$ cat config.mk
export PLATFORM = sky130hd
export DESIGN_NAME = tic_tac_toe_move_controller
export DESIGN_NICKNAME = d
export VERILOG_FILES = /design/src/rtl/tic_tac_toe_move_controller.sv
export SDC_FILE = /design/constraint.sdc
export NUM_CORES = 1
export LEC_CHECK = 0
export CORE_MARGIN = 1.5
export CORE_UTILIZATION = 44
export CTS_CLUSTER_SIZE = 14
export DETAILED_ROUTE_END_ITERATION = 12
export PLACE_DENSITY = 0.76
export SYNTH_ARGS = -nofsm -noshare
export SYNTH_HDL_FRONTEND = slang
export SYNTH_SLANG_ARGS = --single-unit
$ cat constraint.sdc
create_clock -name clock -period 2.15 [get_ports clock]
set_input_delay 0.43 -clock clock [delete_from_list [all_inputs] [get_ports clock]]
set_output_delay 0.43 -clock clock [all_outputs]
set_load 0.02 [all_outputs]
$ cat src/rtl/tic_tac_toe_move_controller.sv
// tic_tac_toe_move_controller
// Turn sequencer and board owner for a tic-tac-toe game. Arbitrates board
// writes between the player and the computer, presents the candidate square
// to an external combinational illegal-move detector, commits legal moves and
// decides the end of each game.
//
// Optional feature macro: TTT_WIN_DETECT_EN (line-win detection in EVAL).
// Without it a game ends only on a full board with winner = 11 (draw).
//
// Ports:
//   clock        system clock, rising edge
//   reset        asynchronous active-high reset
//   new_game     synchronous clear of board and FSM, highest priority
//   ply_req      player move request, ply_En_pos one-hot target square
//   pc_req       computer move request, pc_En_pos one-hot target square
//   illegal_move detector verdict on det_En_pos against the board
//   det_En_pos   candidate square, non-zero only in the CHECK states
//   pos1..pos9   board squares: 00 empty, 01 player, 10 computer
//   ply_ack      pulse: player move committed
//   pc_ack       pulse: computer move committed
//   move_err     pulse: current side's move rejected
//   turn         0 player to move, 1 computer to move
//   game_over    level, game finished
//   winner       00 none, 01 player, 10 computer, 11 draw
//   move_cnt     committed moves, 0..9
module tic_tac_toe_move_controller (
  input  logic       clock,
  input  logic       reset,
  input  logic       new_game,
  input  logic       ply_req,
  input  logic [8:0] ply_En_pos,
  input  logic       pc_req,
  input  logic [8:0] pc_En_pos,
  input  logic       illegal_move,
  output logic [8:0] det_En_pos,
  output logic [1:0] pos1,
  output logic [1:0] pos2,
  output logic [1:0] pos3,
  output logic [1:0] pos4,
  output logic [1:0] pos5,
  output logic [1:0] pos6,
  output logic [1:0] pos7,
  output logic [1:0] pos8,
  output logic [1:0] pos9,
  output logic       ply_ack,
  output logic       pc_ack,
  output logic       move_err,
  output logic       turn,
  output logic       game_over,
  output logic [1:0] winner,
  output logic [3:0] move_cnt
);

  typedef enum logic [2:0] {PTurn, PCheck, CTurn, CCheck, Eval, Done} state_t;

  state_t     state;
  logic [1:0] board [9];
  logic [8:0] pend;
  logic       pend_onehot;
  logic       line_win;

  assign pos1 = board[0];
  assign pos2 = board[1];
  assign pos3 = board[2];
  assign pos4 = board[3];
  assign pos5 = board[4];
  assign pos6 = board[5];
  assign pos7 = board[6];
  assign pos8 = board[7];
  assign pos9 = board[8];

  // Exactly one bit set: non-zero and clearing the lowest set bit leaves zero.
  assign pend_onehot = (pend != 9'd0) && ((pend & (pend - 9'd1)) == 9'd0);

`ifdef TTT_WIN_DETECT_EN
  function automatic logic three(input logic [1:0] a, input logic [1:0] b, input logic [1:0] c);
    return (a != 2'b00) && (a == b) && (b == c);
  endfunction

  always_comb begin
    line_win = three(board[0], board[1], board[2]) ||
               three(board[3], board[4], board[5]) ||
               three(board[6], board[7], board[8]) ||
               three(board[0], board[3], board[6]) ||
               three(board[1], board[4], board[7]) ||
               three(board[2], board[5], board[8]) ||
               three(board[0], board[4], board[8]) ||
               three(board[2], board[4], board[6]);
  end
`else
  assign line_win = 1'b0;
`endif

  always_ff @(posedge clock or posedge reset) begin
    if (reset) begin
      state      <= PTurn;
      pend       <= 9'd0;
      det_En_pos <= 9'd0;
      for (int i = 0; i < 9; i++) board[i] <= 2'b00;
      ply_ack    <= 1'b0;
      pc_ack     <= 1'b0;
      move_err   <= 1'b0;
      turn       <= 1'b0;
      game_over  <= 1'b0;
      winner     <= 2'b00;
      move_cnt   <= 4'd0;
    end else begin
      // Handshake outputs are single-cycle pulses.
      ply_ack  <= 1'b0;
      pc_ack   <= 1'b0;
      move_err <= 1'b0;
      if (new_game) begin
        state      <= PTurn;
        pend       <= 9'd0;
        det_En_pos <= 9'd0;
        for (int i = 0; i < 9; i++) board[i] <= 2'b00;
        turn       <= 1'b0;
        game_over  <= 1'b0;
        winner     <= 2'b00;
        move_cnt   <= 4'd0;
      end else begin
        case (state)
          PTurn: begin
            if (ply_req) begin
              pend       <= ply_En_pos;
              det_En_pos <= ply_En_pos;
              state      <= PCheck;
            end
          end
          CTurn: begin
            if (pc_req) begin
              pend       <= pc_En_pos;
              det_En_pos <= pc_En_pos;
              state      <= CCheck;
            end
          end
          PCheck, CCheck: begin
            det_En_pos <= 9'd0;
            if (illegal_move || !pend_onehot) begin
              move_err <= 1'b1;
              state    <= (state == PCheck) ? PTurn : CTurn;
            end else begin
              for (int i = 0; i < 9; i++) begin
                if (pend[i]) board[i] <= (state == CCheck) ? 2'b10 : 2'b01;
              end
              ply_ack  <= (state == PCheck);
              pc_ack   <= (state == CCheck);
              move_cnt <= move_cnt + 4'd1;
              state    <= Eval;
            end
          end
          Eval: begin
            // turn still names the side that just moved.
            if (line_win) begin
              game_over <= 1'b1;
              winner    <= turn ? 2'b10 : 2'b01;
              state     <= Done;
            end else if (move_cnt == 4'd9) begin
              game_over <= 1'b1;
              winner    <= 2'b11;
              state     <= Done;
            end else begin
              turn  <= ~turn;
              state <= turn ? PTurn : CTurn;
            end
          end
          Done: begin
          end
          default: state <= PTurn;
        endcase
      end
    end
  end

endmodule
==> run_summary.xml <==
<?xml version="1.0" encoding="UTF-8"?>
<metrics>
  <group name="logic_synthesis">
    <metric name="mappedNetlistArea" unit="mm2">0.00237</metric>
    <metric name="ys_warn_count" unit="">0</metric>
    <metric name="synth_simple_gate_area_share" unit="%">16.5</metric>
    <metric name="post_synth_xor_area_fraction" unit="%">0.738</metric>
    <metric name="synth-edff-count" unit="">0</metric>
    <metric name="async_reset_ff_share" unit="%">100</metric>
    <metric name="syn_nets" unit="">264</metric>
    <metric name="synth_ff_type" unit="">sky130_fd_sc_hd__dfrtp_1</metric>
    <metric name="synth_sequential_area_ratio" unit="%">50.6</metric>
    <metric name="yosys.area.top_type_share" unit="%">50.6</metric>
    <metric name="synth_fa_ha_area_share" unit="%">1.05</metric>
    <metric name="yosys.cell_types.count" unit="">48</metric>
    <metric name="synth_top_family_by_area" unit="">compound AO/OA/AOI/OAI gates</metric>
    <metric name="synth_top_area_cell" unit="">sky130_fd_sc_hd__dfrtp_1</metric>
    <metric name="synth_area_per_cell" unit="um2">9.97</metric>
    <metric name="postSynthCellCount" unit="">238</metric>
    <metric name="synth_seq_cells" unit="">48</metric>
    <metric name="synth-compound-area-share" unit="%">23.2</metric>
    <metric name="yosys-mux-area-fraction" unit="%">1.74</metric>
    <metric name="synth_top_cells_by_area" unit="">sky130_fd_sc_hd__dfrtp_1, sky130_fd_sc_hd__a21oi_1, sky130_fd_sc_hd__a21o_1</metric>
  </group>
  <group name="cts">
    <metric name="root_buffer" unit="">sky130_fd_sc_hd__clkbuf_8</metric>
    <metric name="cts_max_level" unit="">2</metric>
    <metric name="cts_sinks" unit="">48</metric>
    <metric name="clk_transition_reported_paths" unit="ps">90</metric>
    <metric name="ctsHoldBuffers" unit="">0</metric>
    <metric name="clockBufferDepth" unit="">2</metric>
    <metric name="cts_buffers" unit="">5</metric>
    <metric name="clock_insertion_delay_worst_skew" unit="ps">300</metric>
    <metric name="clock_tree_from_tritoncts" unit="">built</metric>
  </group>
  <group name="setup_path">
    <metric name="maximum_fanout_along_the_worst_path" unit="">14</metric>
    <metric name="timing.critical_path.cells" unit="">buf_4, nor4_1, buf_4, a21oi_1, o211ai_4, o211ai_4, buf_12, or3_4, a21oi_2</metric>
    <metric name="worst-setup-path-type" unit="">register to register</metric>
    <metric name="cp.buffers_inverters" unit="">3</metric>
    <metric name="ff2ff_path_depth" unit="">9</metric>
    <metric name="crit_arrival" unit="ps">2400</metric>
    <metric name="crit_path_top_delay_cell" unit="">sky130_fd_sc_hd__dfrtp_1</metric>
    <metric name="required" unit="ps">2380</metric>
    <metric name="cpLargestDelayFamily" unit="">compound AO/OA/AOI/OAI gates</metric>
    <metric name="path_length_in_cells_of_the_critical_path" unit="">9</metric>
    <metric name="crit_path_end_kind" unit="">register</metric>
    <metric name="cp_slowest_stage_delay" unit="ps">380</metric>
    <metric name="worstSetupStartpointType" unit="">register</metric>
  </group>
  <group name="global_route">
    <metric name="grt_start_max_net_pins" unit="">49</metric>
    <metric name="grt_usage" unit="%">21.5</metric>
    <metric name="grt_pass1_vias" unit="">2099</metric>
    <metric name="grt_antenna_before_repair" unit="">0</metric>
    <metric name="global_route_wire_length_before_repair" unit="mm">10.2</metric>
    <metric name="global_route.overflow_total" unit="">0</metric>
  </group>
  <group name="layout">
    <metric name="final_layout_size_suffix_gt1_share" unit="%">17.1</metric>
    <metric name="flow.area_growth_from_synthesis" unit="%">42.0</metric>
    <metric name="final_nets" unit="">342</metric>
    <metric name="most_common_cell_after_layout_fill_and_taps_aside" unit="">sky130_fd_sc_hd__clkdlybuf4s50_1</metric>
    <metric name="num-fill-cells" unit="">441</metric>
    <metric name="commonest_cells_after_routing_fill_and_taps_aside" unit="">sky130_fd_sc_hd__clkdlybuf4s50_1, sky130_fd_sc_hd__dfrtp_1, sky130_fd_sc_hd__nor2_1, sky130_fd_sc_hd__a21oi_1, sky130_fd_sc_hd__buf_4</metric>
    <metric name="diodes" unit="">0</metric>
  </group>
  <group name="routing">
    <metric name="routed_wire_length_per_instance" unit="um">15.4</metric>
    <metric name="vias_per_instance" unit="">5.59</metric>
    <metric name="drc_errors" unit="">0</metric>
    <metric name="wirelength" unit="mm">5.95</metric>
    <metric name="detail_route.first_pass.iterations" unit="">4</metric>
    <metric name="routed-via-count" unit="">2159</metric>
    <metric name="ant_nets" unit="">0</metric>
    <metric name="first_iter_violations" unit="">155</metric>
  </group>
  <group name="power_and_ir_drop">
    <metric name="power.density_cell_area" unit="mW/mm2">598</metric>
    <metric name="max-vdd-ir-drop" unit="mV">0.387</metric>
    <metric name="leak" unit="nW">1.54</metric>
  </group>
  <group name="sta">
    <metric name="final-max-slew-violation-count" unit="">0</metric>
    <metric name="fmaxAchievable" unit="MHz">460</metric>
    <metric name="worst_slack" unit="ps">-24.2</metric>
    <metric name="rsz0062_at_grt" unit="">yes</metric>
    <metric name="worst_slew_margin_rel" unit="%">55.0</metric>
    <metric name="clock-skew-final" unit="ps">6.36</metric>
    <metric name="post_layout_minimum_cycle_time" unit="ps">2170</metric>
    <metric name="hold_viol_final" unit="">0</metric>
    <metric name="fin_worst_hold_slack" unit="ps">477</metric>
    <metric name="timing.final.setup_violations" unit="">4</metric>
    <metric name="worstMarginPinSlew" unit="ps">673</metric>
    <metric name="final_min_period_over_clock_period" unit="%">101</metric>
  </group>
  <group name="floorplan">
    <metric name="floorplan.initialDensity" unit="%">46.2</metric>
    <metric name="dieHeight" unit="um">76.4</metric>
    <metric name="floorplan_row_count" unit="">26</metric>
    <metric name="design.core.area" unit="mm2">0.00514</metric>
    <metric name="die_width" unit="um">76.4</metric>
    <metric name="fp.dieArea" unit="mm2">0.00584</metric>
    <metric name="boundaryPins" unit="">62</metric>
  </group>
  <group name="min_path">
    <metric name="min_path_type" unit="">input port to asynchronous set/reset pin</metric>
  </group>
  <group name="placement">
    <metric name="dp_hpwl" unit="mm">4.10</metric>
    <metric name="placement.io_buffers" unit="">61</metric>
    <metric name="place_ws" unit="ps">-64.0</metric>
    <metric name="routabilityCongestion" unit="">0.806</metric>
  </group>
  <group name="status">
    <metric name="status" unit="">finished with violations</metric>
    <metric name="violations" unit="">negative setup slack</metric>
  </group>
  <group name="job">
    <metric name="maxCapViolations" unit="">0</metric>
  </group>
</metrics>
worst paths after layout:
kind / slack (ps) / from / endpoint
max reg2reg: -20 / pend[3] / pos9[0]
max: -20 / pend[3] / pos9[0]
max in group asynchronous: 1460 / reset / det_En_pos[7]
min in group clock: 480 / det_En_pos[1] / det_En_pos[1]
min: 480 / reset / pos7[1]
min reg2reg: 480 / det_En_pos[1] / det_En_pos[1]
worst min-delay path: stages:
cell                              delay [ps]
sky130_fd_sc_hd__clkdlybuf4s50_1         410
sky130_fd_sc_hd__inv_2                    70
sky130_fd_sc_hd__buf_12                  250
final cells by class:
type                            instances  area (um2)  share of cell area, %
Clock buffer                            7        96.3                   2.86
Inverter                               12        45.0                   1.34
Multi-Input combinational cell        162        1100                   32.8
Sequential cell                        48        1200                   35.7
Tap cell                               70        87.6                   2.60
Timing Repair Buffer                   87         835                   24.8
metrics by stage:
step,utilization (%),instance area (um2),std cells,power [W],TNS (ps)
after floorplan,-,2370,238,0.00122,0
after global placement,61.3,3150,373,0.00138,0
after detailed placement,61.3,3150,373,0.00139,-408
after CTS,63.9,3280,382,0.00198,-50.2
after global routing,65.5,3370,386,0.00210,-1350
final,65.5,3370,386,0.00201,-37.1
what timing repair did:
action | CTS | global route
pin swaps | 3 | 8
resized for setup | 4 | 8
endpoints found under the setup margin | 17 | 26
cloned | 1 | 0
setup buffers | 1 | 4
kinds of logic (layout without fill, tap and decap cells):
kind of cell | after synthesis | in the layout
xor+xnor | 2 | 2
flops | 48 | 48
simple gates | 73 | 73
buf+inv | 29 | 106
mux | 4 | 4
compound gates | 80 | 81
fa+ha+maj | 2 | 2
layer usage:
layer  vias up  wire (um)  track usage (%)
li1       1017          -                -
met4         0         92             5.19
met2        79       2950             36.5
met5         -          0                0
met3         9        330             3.83
met1      1054       2580             28.5
flip-flops by register name, summed over array words and instances, names as in the netlist:
register,count
pos2,2
move_cnt,4
pos6,2
pend,9
pos4,2
ply_ack,1
state,3
turn,1
winner,1
move_err,1
pos5,2
pos8,2
pos7,2
pos9,2
pos3,2
pos1,2
det_En_pos,9
pc_ack,1
power by group:
| part | internal (W) | switching (W) |
|---|---|---|
| clock network | 0.000287 | 0.000288 |
| registers | 0.000938 | 0.0000376 |
| logic | 0.000225 | 0.000240 |
synthesized netlist by cell type, types with 2 or more instances:
library cell                n
sky130_fd_sc_hd__o21ai_0   10
sky130_fd_sc_hd__buf_4      4
sky130_fd_sc_hd__ha_1       2
sky130_fd_sc_hd__inv_1     11
sky130_fd_sc_hd__or3_1      4
sky130_fd_sc_hd__mux2i_1    3
sky130_fd_sc_hd__dfrtp_1   48
sky130_fd_sc_hd__nor2_1    25
sky130_fd_sc_hd__or2_2      2
sky130_fd_sc_hd__o31ai_1    2
sky130_fd_sc_hd__nor3b_1    6
sky130_fd_sc_hd__nand2_1    4
sky130_fd_sc_hd__nor3_1     5
sky130_fd_sc_hd__a21o_1    17
sky130_fd_sc_hd__buf_6      3
sky130_fd_sc_hd__nand4_1    3
sky130_fd_sc_hd__o21ai_1    3
sky130_fd_sc_hd__clkbuf_1  10
sky130_fd_sc_hd__a22oi_1    7
sky130_fd_sc_hd__a21oi_1   26
sky130_fd_sc_hd__nand3b_1   3
sky130_fd_sc_hd__nand3_1   14
(Power assumes the default switching activity.)
